--- config.mk ---
export PLATFORM = sky130hd
export DESIGN_NAME = weight_loader
export DESIGN_NICKNAME = d
export VERILOG_FILES = /design/src/rtl/weight_loader_pkg.sv /design/src/rtl/weight_loader.sv
export SDC_FILE = /design/constraint.sdc
export NUM_CORES = 1
export LEC_CHECK = 0
export BUFFER_PORTS_ARGS = -buffer_cell sky130_fd_sc_hd__buf_4
export CORE_MARGIN = 4
export CORE_UTILIZATION = 47
export DETAILED_ROUTE_END_ITERATION = 12
export GPL_ROUTABILITY_DRIVEN = 0
export PLACE_DENSITY = 0.8
export SLEW_MARGIN = 20
export SYNTH_ARGS = -nofsm -noshare
export SYNTH_HDL_FRONTEND = slang
export SYNTH_SLANG_ARGS = --single-unit
--- constraint.sdc ---
create_clock -name i_clk -period 2 [get_ports i_clk]
set_clock_uncertainty 0.15 [all_clocks]
set_input_delay 0.4 -clock i_clk [delete_from_list [all_inputs] [get_ports i_clk]]
set_output_delay 0.4 -clock i_clk [all_outputs]
set_load 0.005 [all_outputs]
--- src/rtl/weight_loader_pkg.sv ---
// Shared definitions for the convolution blocks: default kernel geometry and
// the weight loader FSM state encoding.
package weight_loader_pkg;

  localparam int WL_NUM_W   = 25;
  localparam int WL_W_WIDTH = 8;
  localparam int WL_ADDR_W  = 5;

  typedef enum logic [1:0] {
    ST_IDLE = 2'd0,
    ST_LOAD = 2'd1,
    ST_DONE = 2'd2
  } wl_state_e;

endpackage : weight_loader_pkg

--- src/rtl/weight_loader.sv ---
// Streams NUM_W incoming weights into weight storage at addresses 0..NUM_W-1,
// with bubble tolerance, abort, and a one-cycle completion pulse.
module weight_loader
  import weight_loader_pkg::*;
#(
  parameter int NUM_W   = WL_NUM_W,
  parameter int W_WIDTH = WL_W_WIDTH,
  parameter int ADDR_W  = WL_ADDR_W
) (
  input  logic               i_clk,
  input  logic               i_rst,
  input  logic               i_start,
  input  logic               i_abort,
  input  logic [W_WIDTH-1:0] i_data,
  input  logic               i_valid,
  output logic               o_ready,
  output logic [W_WIDTH-1:0] o_w,
  output logic [ADDR_W-1:0]  o_addr,
  output logic               o_wr_en,
  output logic               o_busy,
  output logic               o_done
);

  localparam logic [ADDR_W-1:0] LAST_ADDR = ADDR_W'(NUM_W - 1);

  wl_state_e          state_q, state_d;
  logic [ADDR_W-1:0]  cnt_q,   cnt_d;
  logic [ADDR_W-1:0]  addr_q,  addr_d;
  logic [W_WIDTH-1:0] w_q,     w_d;
  logic               wr_en_q, wr_en_d;

  // Reset gates ready so nothing is offered upstream while reset is held.
  assign o_ready = (state_q == ST_LOAD) && !i_abort && !i_rst;

  always_comb begin
    // NOTE: every _d gets a default first so no path can infer a latch.
    state_d = state_q;
    cnt_d   = cnt_q;
    addr_d  = addr_q;
    w_d     = w_q;
    wr_en_d = 1'b0;

    unique case (state_q)
      ST_IDLE: begin
        if (i_start) begin
          state_d = ST_LOAD;
          cnt_d   = '0;
        end
      end
      ST_LOAD: begin
        if (i_abort) begin
          state_d = ST_IDLE;
          cnt_d   = '0;
        end else if (i_valid) begin
          wr_en_d = 1'b1;
          w_d     = i_data;
          addr_d  = cnt_q;
          if (cnt_q == LAST_ADDR) begin
            state_d = ST_DONE;
            cnt_d   = '0;
          end else begin
            cnt_d = cnt_q + ADDR_W'(1);
          end
        end
      end
      ST_DONE: state_d = ST_IDLE;
      default: state_d = ST_IDLE;
    endcase
  end

  // NOTE: sequential state uses non-blocking assignments only.
  always_ff @(posedge i_clk) begin
    if (i_rst) begin
      state_q <= ST_IDLE;
      cnt_q   <= '0;
      addr_q  <= '0;
      w_q     <= '0;
      wr_en_q <= 1'b0;
    end else begin
      state_q <= state_d;
      cnt_q   <= cnt_d;
      addr_q  <= addr_d;
      w_q     <= w_d;
      wr_en_q <= wr_en_d;
    end
  end

  assign o_w     = w_q;
  assign o_addr  = addr_q;
  assign o_wr_en = wr_en_q;
  assign o_busy  = (state_q != ST_IDLE);
  assign o_done  = (state_q == ST_DONE);

endmodule : weight_loader
* Yosys cells after proc, flatten, opt, wreduce, memory -nomap -nowiden
Cells that the tools add are included.
** Storage, ports and cells
- Register bits after elaboration :: 21
- Bits of input ports :: 13
** Cells by class
- Add/sub/neg operators :: 1
- Equal/unequal tests :: 6
- Mux-type cells :: 11
- Bitwise operators :: 2
- Reduce and logical (&&, ||, !) cells :: 11
** Operator list (count)
- $mux W5 :: 4
- $pmux W5 S2 :: 1
- $reduce_and A3 Y1 :: 3
- $mux W2 :: 4
- $add A5 B1 Y5 const B :: 1
- $eq A5 B5 Y1 const B :: 1
- $pmux W2 S2 :: 1
- $reduce_bool A2 Y1 :: 2
- $ne A3 B2 Y1 const B :: 1
- $ne A3 B3 Y1 const B :: 1
- $reduce_or A3 Y1 :: 1
- $eq A2 B1 Y1 const B :: 1
- $eq A2 B2 Y1 const B :: 1
- $logic_and A1 B1 Y1 :: 2
- $logic_not A1 Y1 :: 2
- $logic_not A2 Y1 :: 1
- $ne A2 B2 Y1 const B :: 1
- $not A1 Y1 :: 2
- $mux W1 :: 1

* Depth between registers and ports, before layout
- Depth in word-level cells :: 5
- Depth in mapped cells :: 6

* Worst setup path before layout
Ideal clock, no wire load.
- Path kind :: register -> register
- From :: reg state_q[0]
- To :: reg cnt_q[4]
- Setup time :: 70 ps
- Arrival :: 1517 ps
- Data required time :: 1780 ps
- Path slack :: 263 ps
- Stages on the path, launching flop included :: 6
- Path buffers :: 1
- Period minus slack after synthesis :: 1737 ps
- Cells stage by stage :: dfxtp_1 nor3b_2 or3_1 buf_2 or4_1 a21oi_1
** On the way
- Longest elaborated chain between the ends :: 3
- Elaborated cells between the ends (all ways) :: 7
- Classes of those cells :: eq/ne (3); mux (1); reduce/logical (3)
** Ends and longest elaborated chain
- from (decl) :: RTL line weight_loader.sv:26 : wl_state_e state_q, state_d;
- from (signal assigned) :: RTL line weight_loader.sv:80 : state_q <= state_d;
- $eq A2 B1 Y1 or $logic_not A2 Y1 (tied branches) :: RTL line weight_loader.sv:43 : unique case (state_q)
- $ne A3 B3 Y1 (no line), or another cell as far along
- $reduce_and A3 Y1 (no line)
- to (signal assigned) :: RTL line weight_loader.sv:81 : cnt_q <= cnt_d;
- to (decl) :: RTL line weight_loader.sv:27 : logic [ADDR_W-1:0] cnt_q, cnt_d;
Several ways; a longest one is shown, not always the timed one.
A chain may end at the register's enable or synchronous reset.

* Final worst setup path
- From :: reg state_q[1]
- To :: out o_ready
** On the way
- Longest elaborated chain between the ends :: 3
** Ends and longest elaborated chain
- $eq A2 B1 Y1 :: RTL line weight_loader.sv:33 : assign o_ready = (state_q == ST_LOAD) && !i_abort && !i_rst;
- $logic_and A1 B1 Y1 (2 in series) :: RTL line weight_loader.sv:33
- to (decl) :: RTL line weight_loader.sv:16 : output logic o_ready,
Every way passes these cells.

==> key figures <==
Die
  – Die X: about 50 um
  – CORE AREA: 0.00173 sq mm
  – Initial core utilization: approximately half
  – # IOs: 30
  – FP Rows: 15
  – Die Area: 0.00259 sq mm
  – Die height: slightly above 50 um

Timing
  – Period utilisation layout: 96.2%
  – Setup_tns: 0 ns
  – Max-slew violations: 0
  – RSZ-0062 raised after global routing: false
  – Maximum clock rate: 520 MHz
  – Slew at the pin closest to its max-slew limit: 0.454 ns
  – Final Hold Fails: 0
  – Final worst path period need: ~1.9 ns
  – # setup viols final: 0
  – Slew margin rel.: roughly 70%

Routing
  – Routed WL: ~1.8 mm
  – DRT Pass-1 Iters: 4
  – ANT nets after route: 0
  – Routed len/inst: 11.1 um
  – Vias: about 810
  – Met3 Routed Length: 88 um
  – Max layer used: met4
  – Met1 WL: roughly 840 um
  – Initial drt markers: 15
  – Vias/cell: approximately 5
  – Post-route DRC: 0
  – Met2 wire length: about 830 um

Yosys
  – Register area share after synthesis: roughly 50%
  – Synth warn: 0
  – Post-synth top area cell: dfxtp_1
  – Synth top area share: 48.6%
  – Mapped Avg Cell Area: a little under 8 sq um
  – Mapped cell area: between 800 and 900 sq um
  – Area contributors post-synth: dfxtp_1 (49%), nand2_1 (13%), a21oi_1 (10%)
  – Synth cell types: 21
  – Synth Flop Type: dfxtp_1
  – Post-synth EDFFs: 0
  – Post-synthesis cell count: between 100 and 150
  – Mapped Nets: ~120
  – #FFs+latches synth: 21
  – Asr flop ratio synth: 0%

Pwr
  – Static Leak: 0.457 nW
  – Worst vdd ir: between 0.0004 and 0.0005 V
  – Pwr dens: 625 mW/mm^2

Final layout
  – Final Net Count: between 150 and 200
  – # diodes: 0
  – Non-Filler Instances: between 150 and 200
  – Util after Layout: 64.9%
  – FILL cells: around 160
  – Register area: 422 sq um
  – Area growth syn-to-layout: 29.7%
  – Multi-input gate area: roughly 410 sq um
  – Fraction of layout cells with a size suffix above 1: about 27%

CTS
  – CTS sink count: 21
  – H-Tree Depth: 1
  – Clk Latency, worst-skew pair: 0.31 ns
  – Post-CTS setup repair buffer count: 0
  – Clk root buf: clkbuf_4
  – Total CTS buffers: 3
  – Clk pin slew, worst setup/hold paths: between 0.1 and 0.15 ns
  – Max clock buf depth: 2
  – CTS tree: built
  – Hold_buf cts: 0

Placed design
  – PortBufs: 29
  – Detailed placement HPWL: 1.33 mm
  – Placed cell count: roughly 160

Worst hold path
  – Hold Path Stages: 3
  – Hold path start: i_data[6]
  – Hold crit path type: in2reg
  – Hold Path End: o_w[6]

Worst setup path
  – Critical path fanouts, max: 8
  – R2r setup slk: 0.18 ns
  – Worst r2r src: state_q[0]
  – Crit path DAT: approximately 1.4 ns
  – R2R cell count: 4
  – CP Capture Type: output pin
  – Critical Path RT: between 1 and 1.5 ns
  – Worst Setup Path Type: reg2out
  – FF-to-FF End: cnt_q[4]
  – Worst Setup Start Kind: register
  – Worst Setup SP: state_q[1]

Global routing
  – GRT Util Overall: ~15%
  – First-pass GRT wire length: 2.97 mm
  – Pin count of the biggest net entering global routing: 23
  – Number of global-route vias before repair: ~680
  – Total grt overflow: 0
  – Initial antenna violation count: 0

Run status
  – Status: finished clean

Flow run
  – Max-Cap Viols: 0
[where the power goes]
part           switching, mW  internal, mW  leakage (nW)
clock network          0.130        0.0747        0.0177
registers            0.00454         0.425         0.170
logic                 0.0328        0.0339         0.270
total                  0.167         0.533         0.457
[per-stage QoR]
stage	hold WS (ns)	setup WS, ns	power (mW)	instance area [sq um]
6_report	0.171	0.0761	0.701	1120
5_1_grt	0.168	0.00639	0.737	1120
4_1_cts	0.172	0.0452	0.710	1120
3_5_place_dp	0.297	0.0970	0.504	1090
3_3_place_gp	0.292	0.140	0.503	1090
2_1_floorplan	0.297	0.263	0.471	865
[flip-flops by register name (all words and copies together) (netlist names)]
name     flops
state_q      2
o_addr       5
o_wr_en      1
o_w          8
cnt_q        5
[cell families (layout without fill, tap and decap cells)]
family | count (synthesis) | after routing | share of synthesized area, %
AO/OA/AOI/OAI | 22 | 22 | 13.0
adder cells (fa/ha/maj) | 2 | 2 | 2.89
buffers and inverters | 9 | 36 | 4.05
flip-flops | 21 | 21 | 48.6
AND/OR/NAND/NOR | 55 | 55 | 31.4
[routing by layer]
metal / global-route usage (%) / up-vias
met3: 2.33 / 5
met1: 20.4 / 361
met2: 22.4 / 21
met4: 6.73 / 0
li1: - / 418
met5: 0 / -
[layout by cell type, fill, tap and decap left out, drive strengths merged]
cell	count
or3	1
a21oi	18
nand4b	1
clkinv	1
nand2	30
nand3	4
o21ai	3
inv	3
and2	1
nor2	7
and4b	1
clkbuf	3
nor3	2
or4	2
dfxtp	21
and2b	1
or3b	1
a22oi	1
ha	2
nor3b	4
buf	29
[cell usage after synthesis, drive strengths merged (2+ instances only)]
cell type / n
nor3: 2
nor2: 7
o21ai: 3
ha: 2
nand3: 4
clkbuf: 5
or4: 2
nand2: 30
dfxtp: 21
inv: 3
a21oi: 18
nor3b: 4
[final cells by class]
| class | count | share of cell area [%] |
|---|---|---|
| timing repair buffer | 29 | 19.4 |
| inverter | 3 | 1.00 |
| tap | 25 | 2.79 |
| multi-input combinational | 79 | 36.7 |
| clock inverter | 1 | 0.446 |
| sequential | 21 | 37.6 |
| clock buffer | 3 | 2.01 |
[worst max-delay path: stages (launching register included)]
cell     delay, ns
dfxtp_1       0.38
or3b_4        0.46
nor2_1        0.10
buf_4         0.12
[timing repair]
item	4_1_cts	5_1_grt
resized for setup	1	1
pin swaps	0	0
endpoints found under the setup margin	1	1
[worst max-delay path by stage]
stage / to / slack [ns] / depth (start not counted)
2_1_floorplan: cnt_q[4] / 0.26 / 5
3_3_place_gp: cnt_q[3] / 0.14 / 4
3_5_place_dp: cnt_q[3] / 0.1 / 4
4_1_cts: o_ready / 0.05 / 3
5_1_grt: o_ready / 0.006 / 3
6_report: o_ready / 0.08 / 3
Note: power is estimated with default switching activity, not from simulation.
